===== src/rtl/riscv_fetch_unit_pkg.sv =====
// Shared types and constants for the RISC-V fetch front-end.
package riscv_core_p;

  localparam int RISCV_INSTR_LEN = 32;
  localparam int RISCV_XLEN      = 32;

  localparam logic [RISCV_INSTR_LEN-1:0] NOP_INSTRUCTION = 32'h00000013;

  typedef struct packed {
    logic [RISCV_XLEN-1:0]      pc;
    logic [RISCV_INSTR_LEN-1:0] instr;
  } fetch_entry_t;

endpackage


===== src/rtl/riscv_fetch_unit_if.sv =====
// Instruction-memory request/response channel plus the IF/ID output handshake.
interface riscv_fetch_unit_if #(
  parameter int XLEN = riscv_core_p::RISCV_XLEN
) ();
  import riscv_core_p::*;

  logic                       imem_req_valid;
  logic                       imem_req_ready;
  logic [XLEN-1:0]            imem_addr;
  logic                       imem_rsp_valid;
  logic [RISCV_INSTR_LEN-1:0] imem_rsp_data;
  logic                       if_valid;
  logic                       if_ready;
  logic [XLEN-1:0]            if_PC;
  logic [RISCV_INSTR_LEN-1:0] if_instruction;

  modport master (
    output imem_req_valid, imem_addr, if_valid, if_PC, if_instruction,
    input  imem_req_ready, imem_rsp_valid, imem_rsp_data, if_ready
  );

  modport slave (
    input  imem_req_valid, imem_addr, if_valid, if_PC, if_instruction,
    output imem_req_ready, imem_rsp_valid, imem_rsp_data, if_ready
  );

endinterface


===== src/rtl/riscv_fetch_unit_fifo.sv =====
// Small synchronous queue of fetched {PC, instruction} entries; flush beats push and pop.
module riscv_fetch_fifo
  import riscv_core_p::*;
#(
  parameter int DEPTH = 4,
  localparam int AW = $clog2(DEPTH),
  localparam int CW = $clog2(DEPTH + 1)
) (
  input  logic          clk,
  input  logic          rst,
  input  logic          i_push,
  input  logic          i_pop,
  input  logic          i_flush,
  input  fetch_entry_t  i_data,
  output fetch_entry_t  o_head,
  output logic          o_full,
  output logic          o_empty,
  output logic [CW-1:0] o_count
);

  fetch_entry_t  r_mem [DEPTH];
  logic [AW-1:0] r_wrPtr;
  logic [AW-1:0] r_rdPtr;
  logic [CW-1:0] r_count;
  logic          w_doPush;
  logic          w_doPop;

  assign o_empty  = (r_count == '0);
  assign o_full   = (r_count == CW'(DEPTH));
  assign o_count  = r_count;
  assign o_head   = r_mem[r_rdPtr];
  assign w_doPop  = i_pop && !o_empty;
  assign w_doPush = i_push && (!o_full || w_doPop);

  always_ff @(posedge clk) begin
    if (w_doPush) begin
      r_mem[r_wrPtr] <= i_data;
    end
  end

  // DEPTH is a power of two, so the pointers wrap naturally.
  always_ff @(posedge clk) begin
    if (rst || i_flush) begin
      r_wrPtr <= '0;
      r_rdPtr <= '0;
      r_count <= '0;
    end else begin
      if (w_doPush) r_wrPtr <= r_wrPtr + AW'(1);
      if (w_doPop)  r_rdPtr <= r_rdPtr + AW'(1);
      r_count <= r_count + CW'(w_doPush) - CW'(w_doPop);
    end
  end

endmodule


===== src/rtl/riscv_fetch_unit.sv =====
// Fetch front-end: credit-limited sequential requests, in-order responses, redirect flush.
module riscv_fetch_unit
  import riscv_core_p::*;
#(
  parameter int              XLEN       = RISCV_XLEN,
  parameter logic [XLEN-1:0] PC_INITIAL = 32'h00400000,
  parameter int              DEPTH      = 4
) (
  input  logic               clk,
  input  logic               rst,
  input  logic               redirect,
  input  logic [XLEN-1:0]    redirect_target,
  riscv_fetch_unit_if.master bus
);

  localparam int CW = $clog2(DEPTH + 1);

  logic [XLEN-1:0] r_fetchPc;
  logic [XLEN-1:0] r_rspPc;
  logic [CW-1:0]   r_pending;
  logic [CW-1:0]   r_drop;

  logic [XLEN-1:0] w_target;
  logic [CW-1:0]   w_count;
  logic [CW:0]     w_credit;
  logic            w_empty;
  logic            w_full;
  logic            w_reqValid;
  logic            w_reqFire;
  logic            w_rspLegal;
  logic            w_keep;
  logic            w_push;
  logic            w_pop;
  fetch_entry_t    w_head;
  fetch_entry_t    w_pushEntry;

  assign w_target = redirect_target & ~XLEN'(3);

  // Queued plus live in-flight fetches may never exceed the queue size,
  // so a kept response always has a free slot waiting for it.
  assign w_credit   = {1'b0, w_count} + {1'b0, r_pending} - {1'b0, r_drop};
  assign w_reqValid = !rst && !redirect && (w_credit < (CW+1)'(DEPTH));
  assign w_reqFire  = w_reqValid && bus.imem_req_ready;
  assign w_rspLegal = bus.imem_rsp_valid && (r_pending != '0);
  assign w_keep     = w_rspLegal && (r_drop == '0);
  assign w_push     = w_keep && !w_full;
  assign w_pop      = !w_empty && bus.if_ready && !redirect;

  assign w_pushEntry = '{pc: r_rspPc, instr: bus.imem_rsp_data};

  riscv_fetch_fifo #(
    .DEPTH (DEPTH)
  ) u_fifo (
    .clk     (clk),
    .rst     (rst),
    .i_push  (w_push),
    .i_pop   (w_pop),
    .i_flush (redirect),
    .i_data  (w_pushEntry),
    .o_head  (w_head),
    .o_full  (w_full),
    .o_empty (w_empty),
    .o_count (w_count)
  );

  // Responses issued before a redirect (including one arriving with it) are discarded.
  always_ff @(posedge clk) begin
    if (rst) begin
      r_fetchPc <= PC_INITIAL;
      r_rspPc   <= PC_INITIAL;
      r_pending <= '0;
      r_drop    <= '0;
    end else if (redirect) begin
      r_fetchPc <= w_target;
      r_rspPc   <= w_target;
      r_pending <= r_pending - CW'(w_rspLegal);
      r_drop    <= r_pending - CW'(w_rspLegal);
    end else begin
      if (w_reqFire) r_fetchPc <= r_fetchPc + XLEN'(4);
      if (w_keep)    r_rspPc   <= r_rspPc + XLEN'(4);
      r_pending <= r_pending + CW'(w_reqFire) - CW'(w_rspLegal);
      if (w_rspLegal && (r_drop != '0)) r_drop <= r_drop - CW'(1);
    end
  end

  assign bus.imem_req_valid = w_reqValid;
  assign bus.imem_addr      = r_fetchPc;
  assign bus.if_valid       = !w_empty;
  assign bus.if_PC          = w_empty ? '0 : w_head.pc;
  assign bus.if_instruction = w_empty ? NOP_INSTRUCTION : w_head.instr;

endmodule


===== src/flat_wrapper.sv =====
// flat-port wrapper written by rule: the top's interface ports become plain ports
module riscv_fetch_unit_flat import riscv_core_p::*;
#(
  parameter int              XLEN       = RISCV_XLEN,
  parameter logic [XLEN-1:0] PC_INITIAL = 32'h00400000,
  parameter int              DEPTH      = 4
)
  (clk, rst, redirect, redirect_target, bus_imem_req_valid, bus_imem_addr, bus_if_valid, bus_if_PC, bus_if_instruction, bus_imem_req_ready, bus_imem_rsp_valid, bus_imem_rsp_data, bus_if_ready);
  riscv_fetch_unit_if #(.XLEN(XLEN)) bus_i ();
  input  logic clk;
  input  logic rst;
  input  logic redirect;
  input  logic [XLEN-1:0] redirect_target;
  output wire logic [$bits(bus_i.imem_req_valid)-1:0] bus_imem_req_valid;
  output wire logic [$bits(bus_i.imem_addr)-1:0] bus_imem_addr;
  output wire logic [$bits(bus_i.if_valid)-1:0] bus_if_valid;
  output wire logic [$bits(bus_i.if_PC)-1:0] bus_if_PC;
  output wire logic [$bits(bus_i.if_instruction)-1:0] bus_if_instruction;
  input wire logic [$bits(bus_i.imem_req_ready)-1:0] bus_imem_req_ready;
  input wire logic [$bits(bus_i.imem_rsp_valid)-1:0] bus_imem_rsp_valid;
  input wire logic [$bits(bus_i.imem_rsp_data)-1:0] bus_imem_rsp_data;
  input wire logic [$bits(bus_i.if_ready)-1:0] bus_if_ready;
  assign bus_imem_req_valid = bus_i.imem_req_valid;
  assign bus_imem_addr = bus_i.imem_addr;
  assign bus_if_valid = bus_i.if_valid;
  assign bus_if_PC = bus_i.if_PC;
  assign bus_if_instruction = bus_i.if_instruction;
  assign bus_i.imem_req_ready = bus_imem_req_ready;
  assign bus_i.imem_rsp_valid = bus_imem_rsp_valid;
  assign bus_i.imem_rsp_data = bus_imem_rsp_data;
  assign bus_i.if_ready = bus_if_ready;
  riscv_fetch_unit #(.XLEN(XLEN), .PC_INITIAL(PC_INITIAL), .DEPTH(DEPTH)) u_core (.clk(clk), .rst(rst), .redirect(redirect), .redirect_target(redirect_target), .bus(bus_i));
endmodule

===== config.mk =====
export PLATFORM = sky130hd
export DESIGN_NAME = riscv_fetch_unit_flat
export DESIGN_NICKNAME = d
export VERILOG_FILES = /design/src/rtl/riscv_fetch_unit_pkg.sv /design/src/rtl/riscv_fetch_unit_if.sv /design/src/rtl/riscv_fetch_unit_fifo.sv /design/src/rtl/riscv_fetch_unit.sv /design/src/flat_wrapper.sv
export SDC_FILE = /design/constraint.sdc
export NUM_CORES = 1
export LEC_CHECK = 0
export CAP_MARGIN = 40
export CORE_UTILIZATION = 55
export DETAILED_ROUTE_END_ITERATION = 6
export HOLD_SLACK_MARGIN = 0.03
export PLACE_DENSITY = 0.79
export SYNTH_ARGS = -nofsm -noshare
export SYNTH_HDL_FRONTEND = slang
export SYNTH_SLANG_ARGS = --single-unit

===== constraint.sdc =====
create_clock -name clk -period 11.1 [get_ports clk]
set_clock_uncertainty 0.05 [all_clocks]
set_input_delay 2.22 -clock clk [delete_from_list [all_inputs] [get_ports clk]]
set_output_delay 2.22 -clock clk [all_outputs]
set_load 0.03 [all_outputs]

==> results.md, run 1 <==
* PostCTS Resize Cnt at 0
* Io pins at 168
* Final worst slack at 4.87 ns
* Worst-Skew Late Latency at 0.55 ns
* Crit end category: output pin
* Total gr overflow at 0
* H-tree Lvls at 1
* Share of layout cells above drive strength 1 at 13.0%
* CTS buffer count at 30
* Hold depth at 2
* Status: complete, no violations
* Setup Buffers After CTS at 0
* Worst setup SP type: input pin
* Main synth FF type: edfxtp_1
* Final nets at 1198
* Vias in the first global route at 8444
* Achievable frequency at 160 MHz
* Hold/Removal Path Class: reg -> reg
* RSZ-0062 raised after global routing: false
* Post-DP HPWL at 18700 um
* Final period util at 56.2%
* Die ar. at 0.0256 mm^2
* Pre-CTS WS at 4.86 ns
* Async SR Flop Fraction at 0%
* Initial DRC count at 693
* TNS Setup at 0 ns
* Routed via count at 8697
* WP data arrival at 3.96 ns
* Cells after synthesis at 944
* Worst-path fanout max at 44
* Largest net degree at the start of global routing at 72
* Final Critical Period at 6.23 ns
* Final Cell Area at 0.0168 mm^2
* Wirelength per Cell at 20.2 um
* Worst-path clk slew at 0.06 ns
* Worst-Margin Slew at 0.764 ns
* Critical Path RT at 8.83 ns
* Initial Util at 56.4%
* Critical path class: in -> out
* CTS hold repair buffers at 0
* Port Buf Inserts at 161
* Flop and latch count out of synthesis at 323
* Most frequent cells in the layout: edfxtp_1, clkdlybuf4s50_1, dfxtp_1, mux4_2, nor2b_1
* CTS sink count at 323
* Post-synth EDFFs at 248
* Post-synth cell types at 57
* Total inserted antenna cells at 0
* Synthesized area per cell at 14.6 um^2
* Commonest non-fill, non-tap cell in the layout: edfxtp_1
* Power per cell area at 179 mW/mm^2
* Register area share after synthesis at 65.1%
* Final slew viol count at 0
* Maximum vdd drop at 0.000128 V
* Total GRT Usage at 23.0%
* CTS tree: yes
* Worst R2R Setup Slack at 7.14 ns
* Final Hold Fails at 0
* R2R depth at 15
* Final Power at 3.02 mW
* Setup violators final at 0
* Core area at 0.0244 mm^2
* Clk buf depth at 3
* Post-DP Area at 0.0158 mm^2
* Finished Core Util at 69.0%
* Pre-antenna DRT Iters at 5
* Area growth, synth to finish at 22.4%
* DIE HEIGHT at 160 um
* Gpl congestion at 0.847
* DRC at 0
* Number of antenna violations at the first check in global routing at 0
* First-pass GRT wire length at 46500 um
* CTS root buffer: clkbuf_16
* Synth warnings at 0
* Drt total wl at 29400 um
* Row count at 57
* Pleak at 5.32 nW
* Netlist Area Pre-Place at 0.0137 mm^2
* Worst slew margin at 49.1%
* Max-cap violation count at 0
* Number of vias per cell at 5.98
* Die Wd at 160 um
* Antenna-violating nets left at 0
## kinds of logic after synthesis
| family | after synthesis | synth area share, % |
|---|---|---|
| compound gates | 122 | 6.32 |
| xor+xnor | 30 | 1.91 |
| fa+ha+maj | 21 | 2.13 |
| buf+inv | 85 | 2.59 |
| flops | 323 | 65.1 |
| mux | 64 | 10.3 |
| other cells | 1 | 0.0273 |
| simple gates | 298 | 11.6 |
## through the flow
step / cells / hold WS, ns
6_report: 1455 / 0.486
5_1_grt: 1455 / 0.507
4_1_cts: 1455 / 0.486
3_5_place_dp: 1399 / 0.469
3_3_place_gp: 1390 / 0.449
2_1_floorplan: 947 / 0.419
## sequential cells by signal, summed over array words and instances, names as in the netlist, named ones only
name,flops
u_core.r_drop,3
u_core.u_fifo.r_rdPtr,2
u_core.u_fifo.r_wrPtr,2
u_core.r_rspPc,30
u_core.u_fifo.r_mem,248
u_core.r_pending,3
u_core.bus.imem_addr,30
u_core.u_fifo.o_count,3
## layer usage
layer	vias to the layer above	share of wire [%]	track usage (%)	routed length, um
met5	-	0	0	0
met1	4286	43	33.9	12800
met4	0	1.4	4.50	412
met2	385	47	36.8	13900
li1	3984	-	-	-
met3	42	7.6	3.38	2230
## cell usage after synthesis, types with 21 or more instances
cell type  instances  share of area [%]
nor2_1            53                1.4
or3_1             21               0.96
clkbuf_1          39                1.1
nand2_1           59                1.6
edfxtp_1         248                 54
a31oi_1           23                1.0
inv_1             31               0.85
mux4_2            62                 10
a211oi_1          21                1.1
dfxtp_1           75                 11
nor2b_1           60                2.7
## report_power, final
part           switching (mW)  leakage, nW  internal (mW)  total [mW]
clock                   0.430        0.502          0.622        1.05
combinational           0.300         1.94          0.227       0.527
sequential             0.0497         2.88           1.39        1.44
## worst paths after layout
kind	startpoint	to
min	u_core.bus.imem_addr[31]	u_core.bus.imem_addr[31]
max reg2reg	u_core.u_fifo.o_count[1]	u_core.r_pending[2]
max	redirect	bus_imem_req_valid
min reg2reg	u_core.bus.imem_addr[31]	u_core.bus.imem_addr[31]
## final cells by class
| type | count | area (um^2) |
|---|---|---|
| flip-flops and latches | 323 | 8950 |
| fillers | 1652 | 7560 |
| multi-input cells | 539 | 4470 |
| repair buffers | 181 | 1860 |
| clock buffers | 39 | 836 |
| well taps | 324 | 405 |
| clock inverters | 17 | 189 |
| inverters | 32 | 120 |
## critical path, cell delays in order
cell and delay (ns):
clkdlybuf4s50_1 0.45, buf_4 0.40, nor2_1 0.15, o21a_1 0.15
clkdlybuf4s50_1 0.58
Note: power is estimated with default switching activity, not from simulation.
==> inputs of run 2 (changes only) <==
==> constraint.sdc (replaced) <==
create_clock -name clk -period 6.1 [get_ports clk]
set_clock_uncertainty 0.05 [all_clocks]
set_input_delay 1.22 -clock clk [delete_from_list [all_inputs] [get_ports clk]]
set_output_delay 1.22 -clock clk [all_outputs]
set_load 0.03 [all_outputs]
==> results.md, run 2 (synthesis results as in run 1) <==
* RSZ-0062 raised after global routing: false (unchanged)
* Maximum vdd drop at 0.000225 V (was 0.000128 V)
* First-pass GRT wire length at 46600 um (was 46500 um)
* Routed via count at 8827 (was 8697)
* Io pins at 168 (unchanged)
* Antenna-violating nets left at 0 (unchanged)
* Critical Path Most Common Cell: inv_1 (was clkdlybuf4s50_1)
* Drt total wl at 29600 um (was 29400 um)
* Core area at 0.0244 mm^2 (unchanged)
* Commonest non-fill, non-tap cell in the layout: edfxtp_1 (unchanged)
* CTS hold repair buffers at 0 (unchanged)
* Wirelength per Cell at 20.3 um (was 20.2 um)
* WP data arrival at 3.46 ns (was 3.96 ns)
* Status: complete, no violations (unchanged)
* Gpl congestion at 0.870 (was 0.847)
* Initial DRC count at 671 (was 693)
* Family with the most delay on the worst path: buffers and inverters (unchanged)
* Largest net degree at the start of global routing at 70 (was 72)
* Critical path class: reg -> out (was in -> out)
* Setup violators final at 0 (unchanged)
* Critical path buffers and inverters at 3 (unchanged)
* Crit end category: output pin (unchanged)
* Pleak at 5.27 nW (was 5.32 nW)
* Crit-path cells: inv_1, fa_1, inv_1, ha_1, and3b_1, nor4_1, o21a_1, clkdlybuf4s50_1 (was clkdlybuf4s50_1, buf_4, nor2_1, o21a_1, clkdlybuf4s50_1)
* Setup Buffers After CTS at 0 (unchanged)
* WHS at 0.480 ns (was 0.486 ns)
* Die Wd at 160 um (unchanged)
* Share of layout cells above drive strength 1 at 13.1% (was 13.0%)
* Max FFs per register at 248 (unchanged)
* Area growth, synth to finish at 21.7% (was 22.4%)
* FILL cells at 1647 (was 1652)
* Row count at 57 (unchanged)
* Number of vias per cell at 6.07 (was 5.98)
* Clk buf depth at 3 (unchanged)
* PostCTS Resize Cnt at 0 (unchanged)
* Hold/Removal Path Class: reg -> reg (unchanged)
* Pre-antenna DRT Iters at 5 (unchanged)
* Vias in the first global route at 8524 (was 8444)
* Post-DP HPWL at 18700 um (about the same)
* Maximum single-stage delay on the critical path at 0.66 ns (was 0.58 ns)
* Worst setup SP type: flip-flop (was input pin)
* Total gr overflow at 0 (unchanged)
* Number of antenna violations at the first check in global routing at 0 (unchanged)
* Critical Path RT at 4.83 ns (was 8.83 ns)
* Die ar. at 0.0256 mm^2 (unchanged)
* Worst-path fanout max at 5 (was 44)
* Total GRT Usage at 23.3% (was 23.0%)
* Port Buf Inserts at 161 (unchanged)
* Worst Setup SP: u_core.u_fifo.o_count[1] (was redirect)
* Max-cap violation count at 0 (unchanged)
* Top reg by flops: u_core.u_fifo.r_mem (unchanged)
* Most frequent cells in the layout: edfxtp_1, clkdlybuf4s50_1, dfxtp_1, mux4_2, nor2b_1 (unchanged)
* DIE HEIGHT at 160 um (unchanged)
* CTS buffer count at 31 (was 30)
* Final slew viol count at 0 (unchanged)
* Worst-Margin Slew at 0.906 ns (was 0.764 ns)
* HP Start: u_core.u_fifo.r_rdPtr[0] (was u_core.bus.imem_addr[31])
* Slowest CP cell: clkdlybuf4s50_1 (unchanged)
* Final nets at 1198 (unchanged)
* Initial Util at 56.4% (unchanged)
* TNS Setup at 0 ns (unchanged)
* Total inserted antenna cells at 0 (unchanged)
* Final Hold Fails at 0 (unchanged)
* Final period util at 77.6%
* Power per cell area at 321 mW/mm^2 (was 179 mW/mm^2)
* Final Critical Period at 4.73 ns
* Worst-path clk slew at 0.06 ns (about the same)
* RR Startpoint: u_core.u_fifo.o_count[1] (unchanged)
* CTS tree: yes (unchanged)
* DRC at 0 (unchanged)
* H-tree Lvls at 1 (unchanged)
* CTS root buffer: clkbuf_16 (unchanged)
* Achievable frequency at 211 MHz
* Worst-Skew Late Latency at 0.55 ns (about the same)
* CTS sink count at 323 (unchanged)
* Worst slew margin at 39.5% (was 49.1%)
[run 2: changes by cell type in the layout (fill, tap and decap cells not counted), sizes merged]
cell | previous run | this run
buf | 21 | 20
bufinv | 4 | 1
clkinv | 12 | 13
clkinvlp | 1 | 4
[run 2: final cells by class]
cell class              instances  area [um^2]  share of cell area, %
multi-input cells             539         4470                   26.7
clock buffers                  39          826                   4.93
inverters                      32          120                  0.718
clock inverters                18          138                  0.822
repair buffers                180         1830                   10.9
well taps                     324          405                   2.42
flip-flops and latches        323         8950                   53.5
[run 2: where the power goes]
group / total (mW) / internal (mW) / switching (mW)
combinational: 0.959 / 0.410 / 0.549
sequential: 2.62 / 2.53 / 0.0890
clock: 1.80 / 1.00 / 0.792
total: 5.37 / 3.94 / 1.43
[run 2: worst paths after layout]
| check | to | slack (ns) | cells after the start |
|---|---|---|---|
| max | bus_imem_req_valid | 1.37 | 8 |
| min | u_core.u_fifo.r_rdPtr[0] | 0.48 | 2 |
| min reg2reg | u_core.u_fifo.r_rdPtr[0] | 0.48 | 2 |
| max reg2reg | u_core.r_pending[2] | 2.19 | 15 |
[run 2: tightest hold or removal path: stages, from the launching register on]
cell     delay, ns
dfxtp_1       0.34
xor2_1        0.08
nor2_1        0.07
[run 2: layer usage]
layer  track usage [%]  wire length, um  vias to the layer above
met5                 0                0                        -
met4              6.10              600                        0
met3              2.70             2140                       51
met2              38.3            14100                      439
met1              33.3            12800                     4353
li1                  -                -                     3984
[run 2: per-stage QoR]
step	utilization, %	total power [mW]	instances	setup slack (ns)	area (um^2)
detailed placement	64.7	3.62	1398	1.70	15800
global route	68.6	5.58	1455	1.16	16700
CTS	68.6	5.41	1455	1.33	16700
floorplan	-	3.25	947	1.92	13800
global placement	64.5	3.59	1396	1.74	15700
finish	68.6	5.37	1455	1.37	16700
